**src/rtl/ram_arbiter.sv**
```systemverilog
// Two-port round-robin arbiter for a 1K x 16 RAM with bounded burst lock.
// M0 is the CPU bus, M1 the DMA/loader engine.
module ram_arbiter #(
    parameter int AW       = 10,
    parameter int DW       = 16,
    parameter int MAX_LOCK = 16
) (
    input  logic          i_clk,
    input  logic          i_reset,
    input  logic          i_m0_req,
    input  logic          i_m0_we,
    input  logic          i_m0_lock,
    input  logic [AW-1:0] i_m0_addr,
    input  logic [DW-1:0] i_m0_wdata,
    output logic          o_m0_gnt,
    output logic          o_m0_rvalid,
    output logic [DW-1:0] o_m0_rdata,
    input  logic          i_m1_req,
    input  logic          i_m1_we,
    input  logic          i_m1_lock,
    input  logic [AW-1:0] i_m1_addr,
    input  logic [DW-1:0] i_m1_wdata,
    output logic          o_m1_gnt,
    output logic          o_m1_rvalid,
    output logic [DW-1:0] o_m1_rdata,
    output logic          o_ram_we,
    output logic [AW-1:0] o_ram_waddr,
    output logic [AW-1:0] o_ram_raddr,
    output logic [DW-1:0] o_ram_wdata,
    input  logic [DW-1:0] i_ram_rdata,
    output logic          o_busy
);

    localparam logic [1:0] IDLE = 2'd0;
    localparam logic [1:0] OWN0 = 2'd1;
    localparam logic [1:0] OWN1 = 2'd2;
    localparam logic [7:0] LOCK_MAX = 8'(MAX_LOCK);

    logic [1:0] state, state_nx;
    logic       rr, rr_nx;
    logic [7:0] cnt, cnt_nx, cnt_inc;
    logic       gnt0, gnt1;
    logic       g0, g1;
    logic       wr0, wr1, rd0, rd1;
    logic       rvalid0, rvalid1;

    assign cnt_inc = (cnt >= LOCK_MAX) ? LOCK_MAX : cnt + 8'd1;

    // rr = 1 means M1 wins a tie in IDLE
    always_comb begin
        gnt0     = 1'b0;
        gnt1     = 1'b0;
        state_nx = state;
        rr_nx    = rr;
        cnt_nx   = cnt;
        case (state)
            IDLE: begin
                if (i_m0_req && (!i_m1_req || !rr)) gnt0 = 1'b1;
                else if (i_m1_req)                   gnt1 = 1'b1;
            end
            OWN0: begin
                if (cnt == LOCK_MAX && i_m1_req) begin
                    state_nx = IDLE;
                    rr_nx    = 1'b1;
                end else if (i_m0_req) begin
                    gnt0 = 1'b1;
                end else begin
                    state_nx = IDLE;
                end
            end
            OWN1: begin
                if (cnt == LOCK_MAX && i_m0_req) begin
                    state_nx = IDLE;
                    rr_nx    = 1'b0;
                end else if (i_m1_req) begin
                    gnt1 = 1'b1;
                end else begin
                    state_nx = IDLE;
                end
            end
            default: state_nx = IDLE;
        endcase
        if (gnt0) begin
            rr_nx = 1'b1;
            if (i_m0_lock) begin
                state_nx = OWN0;
                cnt_nx   = (state == OWN0) ? cnt_inc : 8'd1;
            end else begin
                state_nx = IDLE;
            end
        end
        if (gnt1) begin
            rr_nx = 1'b0;
            if (i_m1_lock) begin
                state_nx = OWN1;
                cnt_nx   = (state == OWN1) ? cnt_inc : 8'd1;
            end else begin
                state_nx = IDLE;
            end
        end
        if (state_nx == IDLE) cnt_nx = 8'd0;
    end

    // Grants are masked while reset is held
    assign g0  = gnt0 & i_reset;
    assign g1  = gnt1 & i_reset;
    assign wr0 = g0 & i_m0_we;
    assign wr1 = g1 & i_m1_we;
    assign rd0 = g0 & ~i_m0_we;
    assign rd1 = g1 & ~i_m1_we;

    assign o_m0_gnt    = g0;
    assign o_m1_gnt    = g1;
    assign o_ram_we    = wr0 | wr1;
    assign o_ram_waddr = wr0 ? i_m0_addr  : (wr1 ? i_m1_addr  : '0);
    assign o_ram_wdata = wr0 ? i_m0_wdata : (wr1 ? i_m1_wdata : '0);
    assign o_ram_raddr = rd0 ? i_m0_addr  : (rd1 ? i_m1_addr  : '0);

    always_ff @(posedge i_clk or negedge i_reset) begin
        if (!i_reset) begin
            state   <= IDLE;
            rr      <= 1'b0;
            cnt     <= 8'd0;
            rvalid0 <= 1'b0;
            rvalid1 <= 1'b0;
        end else begin
            state   <= state_nx;
            rr      <= rr_nx;
            cnt     <= cnt_nx;
            rvalid0 <= rd0;
            rvalid1 <= rd1;
        end
    end

    assign o_m0_rvalid = rvalid0;
    assign o_m1_rvalid = rvalid1;
    assign o_m0_rdata  = rvalid0 ? i_ram_rdata : '0;
    assign o_m1_rdata  = rvalid1 ? i_ram_rdata : '0;
    assign o_busy      = (state != IDLE);

endmodule

```
**config.mk**
```make
export PLATFORM = sky130hd
export DESIGN_NAME = ram_arbiter
export DESIGN_NICKNAME = d
export VERILOG_FILES = /design/src/rtl/ram_arbiter.sv
export SDC_FILE = /design/constraint.sdc
export NUM_CORES = 1
export LEC_CHECK = 0
export ABC_AREA = 1
export CORE_ASPECT_RATIO = 1.25
export CORE_MARGIN = 8
export CORE_UTILIZATION = 37
export CTS_CLUSTER_DIAMETER = 100
export DETAILED_ROUTE_END_ITERATION = 6
export GPL_ROUTABILITY_DRIVEN = 1
export PLACE_DENSITY = 0.95
export SYNTH_ARGS = -nofsm -noshare
export SYNTH_HDL_FRONTEND = slang
export SYNTH_SLANG_ARGS = --single-unit
```
**constraint.sdc**
```tcl
create_clock -name i_clk -period 5.3 [get_ports i_clk]
set_input_delay 1.06 -clock i_clk [delete_from_list [all_inputs] [get_ports i_clk]]
set_output_delay 1.06 -clock i_clk [all_outputs]
set_load 0.05 [all_outputs]
```
---- Word level (Yosys, flattened, before mapping) ----
Index checks and enable logic that the tools add are counted.
word-level totals
  input bits .............................. 76
  output and inout bits ................... 74
  flip-flop bits (word level) ............. 13
  logic and storage cells ................. 70
cells by class
  muxes and demuxes ....................... 38
  equality and inequality tests ........... 5
  $add $sub $neg .......................... 1
  reductions and logical operators ........ 11
  order comparisons ....................... 1
  bitwise logic cells ..................... 9
operators by type and width
  cell                   count
  $mux W16               4
  $mux W8                8
  $mux W10               4
  $mux W2                7
  $mux W1                11
  $add A8 B1 Y8 const B  1
  $eq A8 B5 Y1 const B   1
  $ge A8 B5 Y1 const B   1
  $ne A4 B4 Y1 const B   2
  $and A1 B1 Y1          6
  $pmux W1 S2            3
  $pmux W2 S3            1
  $logic_not A2 Y1       2
  $reduce_bool A4 Y1     1
  $logic_and A1 B1 Y1    3
  $reduce_and A3 Y1      1
  $eq A2 B1 Y1 const B   1
  $eq A2 B2 Y1 const B   1
  $logic_not A1 Y1       2
  $not A1 Y1             2
  $reduce_bool A2 Y1     1
  $logic_or A1 B1 Y1     1
  $or A1 B1 Y1           1

---- Logic depth before layout (Yosys ltp) ----
  word-level depth ........................ 9
  mapped depth ............................ 14
  gate-level depth less buffers ........... 13

---- Worst setup path before layout ----
OpenSTA, ideal clock, no wires.
  path kind ............................... in2out
  start point ............................. input i_m1_req
  end point ............................... output o_ram_waddr[6]
  path slack .............................. 1.607 ns
  data arrival time ....................... 2.633 ns
  stages .................................. 8
  buffers on the path ..................... 1
  cell sequence ........................... nand2_1 > nand3_1 > nand2_4 > inv_4 > nor2_8 > nand2_4 > buf_6 > o21ai_1
on the way
  elaborated cells between the ends (all ways) .. 17
  classes of those cells .................. 9 x mux; 4 x bitwise; 4 x reduce/logical
RTL lines
  element              RTL line  source
  from (decl)          18        input logic i_m1_req,
  $logic_not A1 Y1     58        if (i_m0_req && (!i_m1_req || !rr)) gnt0 = 1'b1;
  $logic_or A1 B1 Y1   58
  $logic_and A1 B1 Y1  58
  $mux W1              58
  $pmux W1 S2 *        56        case (state)
  $and A1 B1 Y1 *      105       assign g0 = gnt0 & i_reset;
  net o_m0_gnt         15        output logic o_m0_gnt,
  $and A1 B1 Y1 *      107       assign wr0 = g0 & i_m0_we;
  $mux W10 *           115       assign o_ram_waddr = wr0 ? i_m0_addr : (wr1 ? i_m1_addr : '0);
  to (decl)            27        output logic [AW-1:0] o_ram_waddr,
The timed path passes the listed nets; every way through them passes the cells marked *.

---- Worst setup path in the final report ----
  start point ............................. input i_m1_req
  end point ............................... output o_ram_waddr[6]
on the way
  word-level cells in the longest chain between the ends .. 9
  elaborated cells between the ends (all ways) .. 17
  classes of those cells .................. 9 x mux; 4 x bitwise; 4 x reduce/logical
ends and longest elaborated chain
  element              RTL line  source
  $logic_not A1 Y1     58
  $logic_or A1 B1 Y1   58
  $logic_and A1 B1 Y1  58
  $mux W1              58
  $pmux W1 S2          56
  $and A1 B1 Y1        106       assign g1 = gnt1 & i_reset;
  $and A1 B1 Y1        108       assign wr1 = g1 & i_m1_we;
  $mux W10             115
  $mux W10 *           115
Mark *: on every way between the ends. The rest lies on a longest branch, timed or not.

==> impl_metrics.toml <==
[timing]
slew_headroom_pct = 49.4
fin_hold_ws_ns = 0.511
period_needed_ns = 4.81
rsz0062_at_grt = "no"
setup_viol = 0
worst_pin_slew_ns = 0.756
period_share_pct = 90.8
clock-skew-final_ns = 0.00517
fmax_mhz = 208
finalSetupTns_ns = 0
hold_violations = 0
slew_violations = 0

[clocking]
holdBufCountCts = 0
cts-root-buf = "clkbuf_8"
ctsResizeCount = 0
cts_sinks = 13
clk_latency_ns = 0.24
cts_htree_levels = 1
cts_tree = "yes"
clk_pin_slew_ns = 0.06
cts_setup_buffers = 0
cts_buffer_depth = 2
cts_buffers = 3

[setup_path]
crit_chain = "clkdlybuf4s50_1, nand2_1, nand3_1, nand2_4, inv_4, nor2_8, nand2_4, nand3_1, o21ai_1, clkdlybuf4s50_1"
arrival_ns = 3.75
crit_start = "i_m1_req"
critical-path-slowest-cell = "clkdlybuf4s50_1"
path_delay_family = "buffers and inverters"
path_class = "input pin to primary output"
max_stage_delay_ns = 0.84
start_kind = "input pin"
worst-path-buf-inv = 3
cp-end-kind = "primary output"
rr_startpoint = "cnt[0]"
ff2ff_path_depth = 11
path_max_fanout = 53
crit_cells = 10
cp.required_ns = 4.24

[floorplanning]
core_area_sq_um = 5080
die_area_sq_um = 7880
pin_count = 150
dieHeight_microns = 97.3
start_util_pct = 38.5
die_w_microns = 81.0
rows = 29

[yosys]
synth-seq-cells = 13
synth_area_sq_um = 1960
synth_cell_types = 26
postSynthAreaPerCell_sq_um = 6.00
seq_area_frac_synth_pct = 16.6
syn_nets = 409
syn_inst = 326
ys.warnings.count = 0

[routing]
drt-total-wl_mm = 7.99
vias = 2576
drt_iter0_drc = 176
viasPerCell = 4.89
antenna_left = 0
first_pass_iters = 4
drc_errors = 0
wl_per_cell_microns = 15.2

[grt]
grt_pass1_wl_mm = 12.6
antenna_found_initial = 0
first_global_vias = 2630
grt_start_max_net_pins = 54
gr-usage-all-layers_pct = 19.6
grt_overflow = 0

[run_status]
status = "complete, no violations"

[final_layout]
antenna_cells = 0
nets = 549
drive_gt1_share_pct = 15.9
area_growth_pct = 74.9

[flow_run]
cap_violations = 0

[placed_design]
placement.io_buffers = 149
gp_congestion = 0.880
hpwl_mm = 6.85

[hold_path]
min_path_type = "flip-flop to flip-flop"
holdPathStages = 1
hp-start = "rr"

[pwr]
p_per_area_nw_per_um2 = 362
irDropWorstVdd_mv = 0.226
p_leak_uw = 0.00171
[registers in the layout, summed over array words and instances (netlist names)]
name,flops
state,2
o_m0_rvalid,1
o_m1_rvalid,1
rr,1
cnt,8
[synth_stat cells]
cell      number  area share, %
nor2_1        12            2.3
o21ai_1       20            5.1
nand2_4        3            1.7
nor2_4         1           0.58
or2_2          3           0.96
ha_1           7            4.5
nor2_2        12            3.8
buf_12         1            1.0
buf_6          6            3.5
nand4_1        5            1.6
nor3_2         1           0.51
inv_2          1           0.19
o21a_1         1           0.38
a21oi_1        8            2.0
a21oi_2       16            7.2
dfrtp_1       13             17
buf_2          3           0.77
nand2_2       13            4.2
nand3_1       35            9.0
o21ai_0        6            1.5
inv_1         59             11
clkbuf_1       5           0.96
inv_4          2           0.64
nand2_1       89             17
nor2_8         1            1.0
nand3_2        3            1.5
[stage by stage]
step / area, sq um / utilization, % / total power [uW] / std cells / setup WS, ns
3_3_place_gp: 3380 / 66.5 / 1130 / 523 / 0.541
3_5_place_dp: 3380 / 66.5 / 1150 / 523 / 0.489
2_1_floorplan: 1960 / - / 861 / 326 / 1.61
6_report: 3420 / 67.3 / 1240 / 527 / 0.485
4_1_cts: 3420 / 67.3 / 1240 / 527 / 0.482
5_1_grt: 3420 / 67.3 / 1320 / 527 / 0.288
[where the power goes]
group          internal, uW  leakage, uW  switching (uW)  total [uW]
Combinational           326      0.00151             649         975
Sequential              132     0.000174            45.9         177
Clock                  53.0    0.0000228            33.9        86.8
Total                   511      0.00171             729        1240
[placed cells by master, fill, tap and decap left out, types with 2 or more instances in the layout]
cell / instances
a21oi_1: 8
inv_4: 2
nand3_2: 3
nand4_1: 5
dfrtp_1: 13
nand2_2: 13
nor2_2: 12
o21ai_1: 20
nand2_4: 3
clkdlybuf4s50_1: 135
buf_4: 15
o21ai_0: 6
nand2_1: 89
ha_1: 7
nand3_1: 35
or2_2: 3
a21oi_2: 16
inv_1: 59
nor2_1: 12
clkbuf_8: 3
[layout make-up]
type / count / area (sq um)
fillers: 410 / 1660
repair buffers: 150 / 1460
multi-input cells: 236 / 1270
flip-flops and latches: 13 / 325
inverters: 62 / 238
well taps: 62 / 77.6
clock buffers: 4 / 45.0
[cell families (layout without fill, tap and decap cells)]
family	after synthesis	count (layout)	share of synthesized area (%)
and+or+nand+nor	178	178	44.3
buffers and inverters	77	216	18.4
AOI/OAI and AO/OA	51	51	16.3
DFF	13	13	16.6
adders and majority gates	7	7	4.48
[layer usage]
layer  part of all wire, %  global-route usage, %  vias to the layer above
li1                      -                      -                     1297
met1                    34                   18.7                     1144
met2                    53                   35.9                      119
met3                    10                   7.96                       16
met4                   2.8                   7.17                        0
met5                     0                      0                        -
[worst paths after layout]
kind	endpoint	slack, ns
worst max-delay path	o_ram_waddr[6]	0.49
worst min-delay path	rr	0.51
worst max register to register	o_m0_rvalid	3.24
worst min register to register	rr	0.51
max in group asynchronous	o_m1_rvalid	3.98
min in group asynchronous	state[1]	1.15
(Power assumes the default switching activity.)
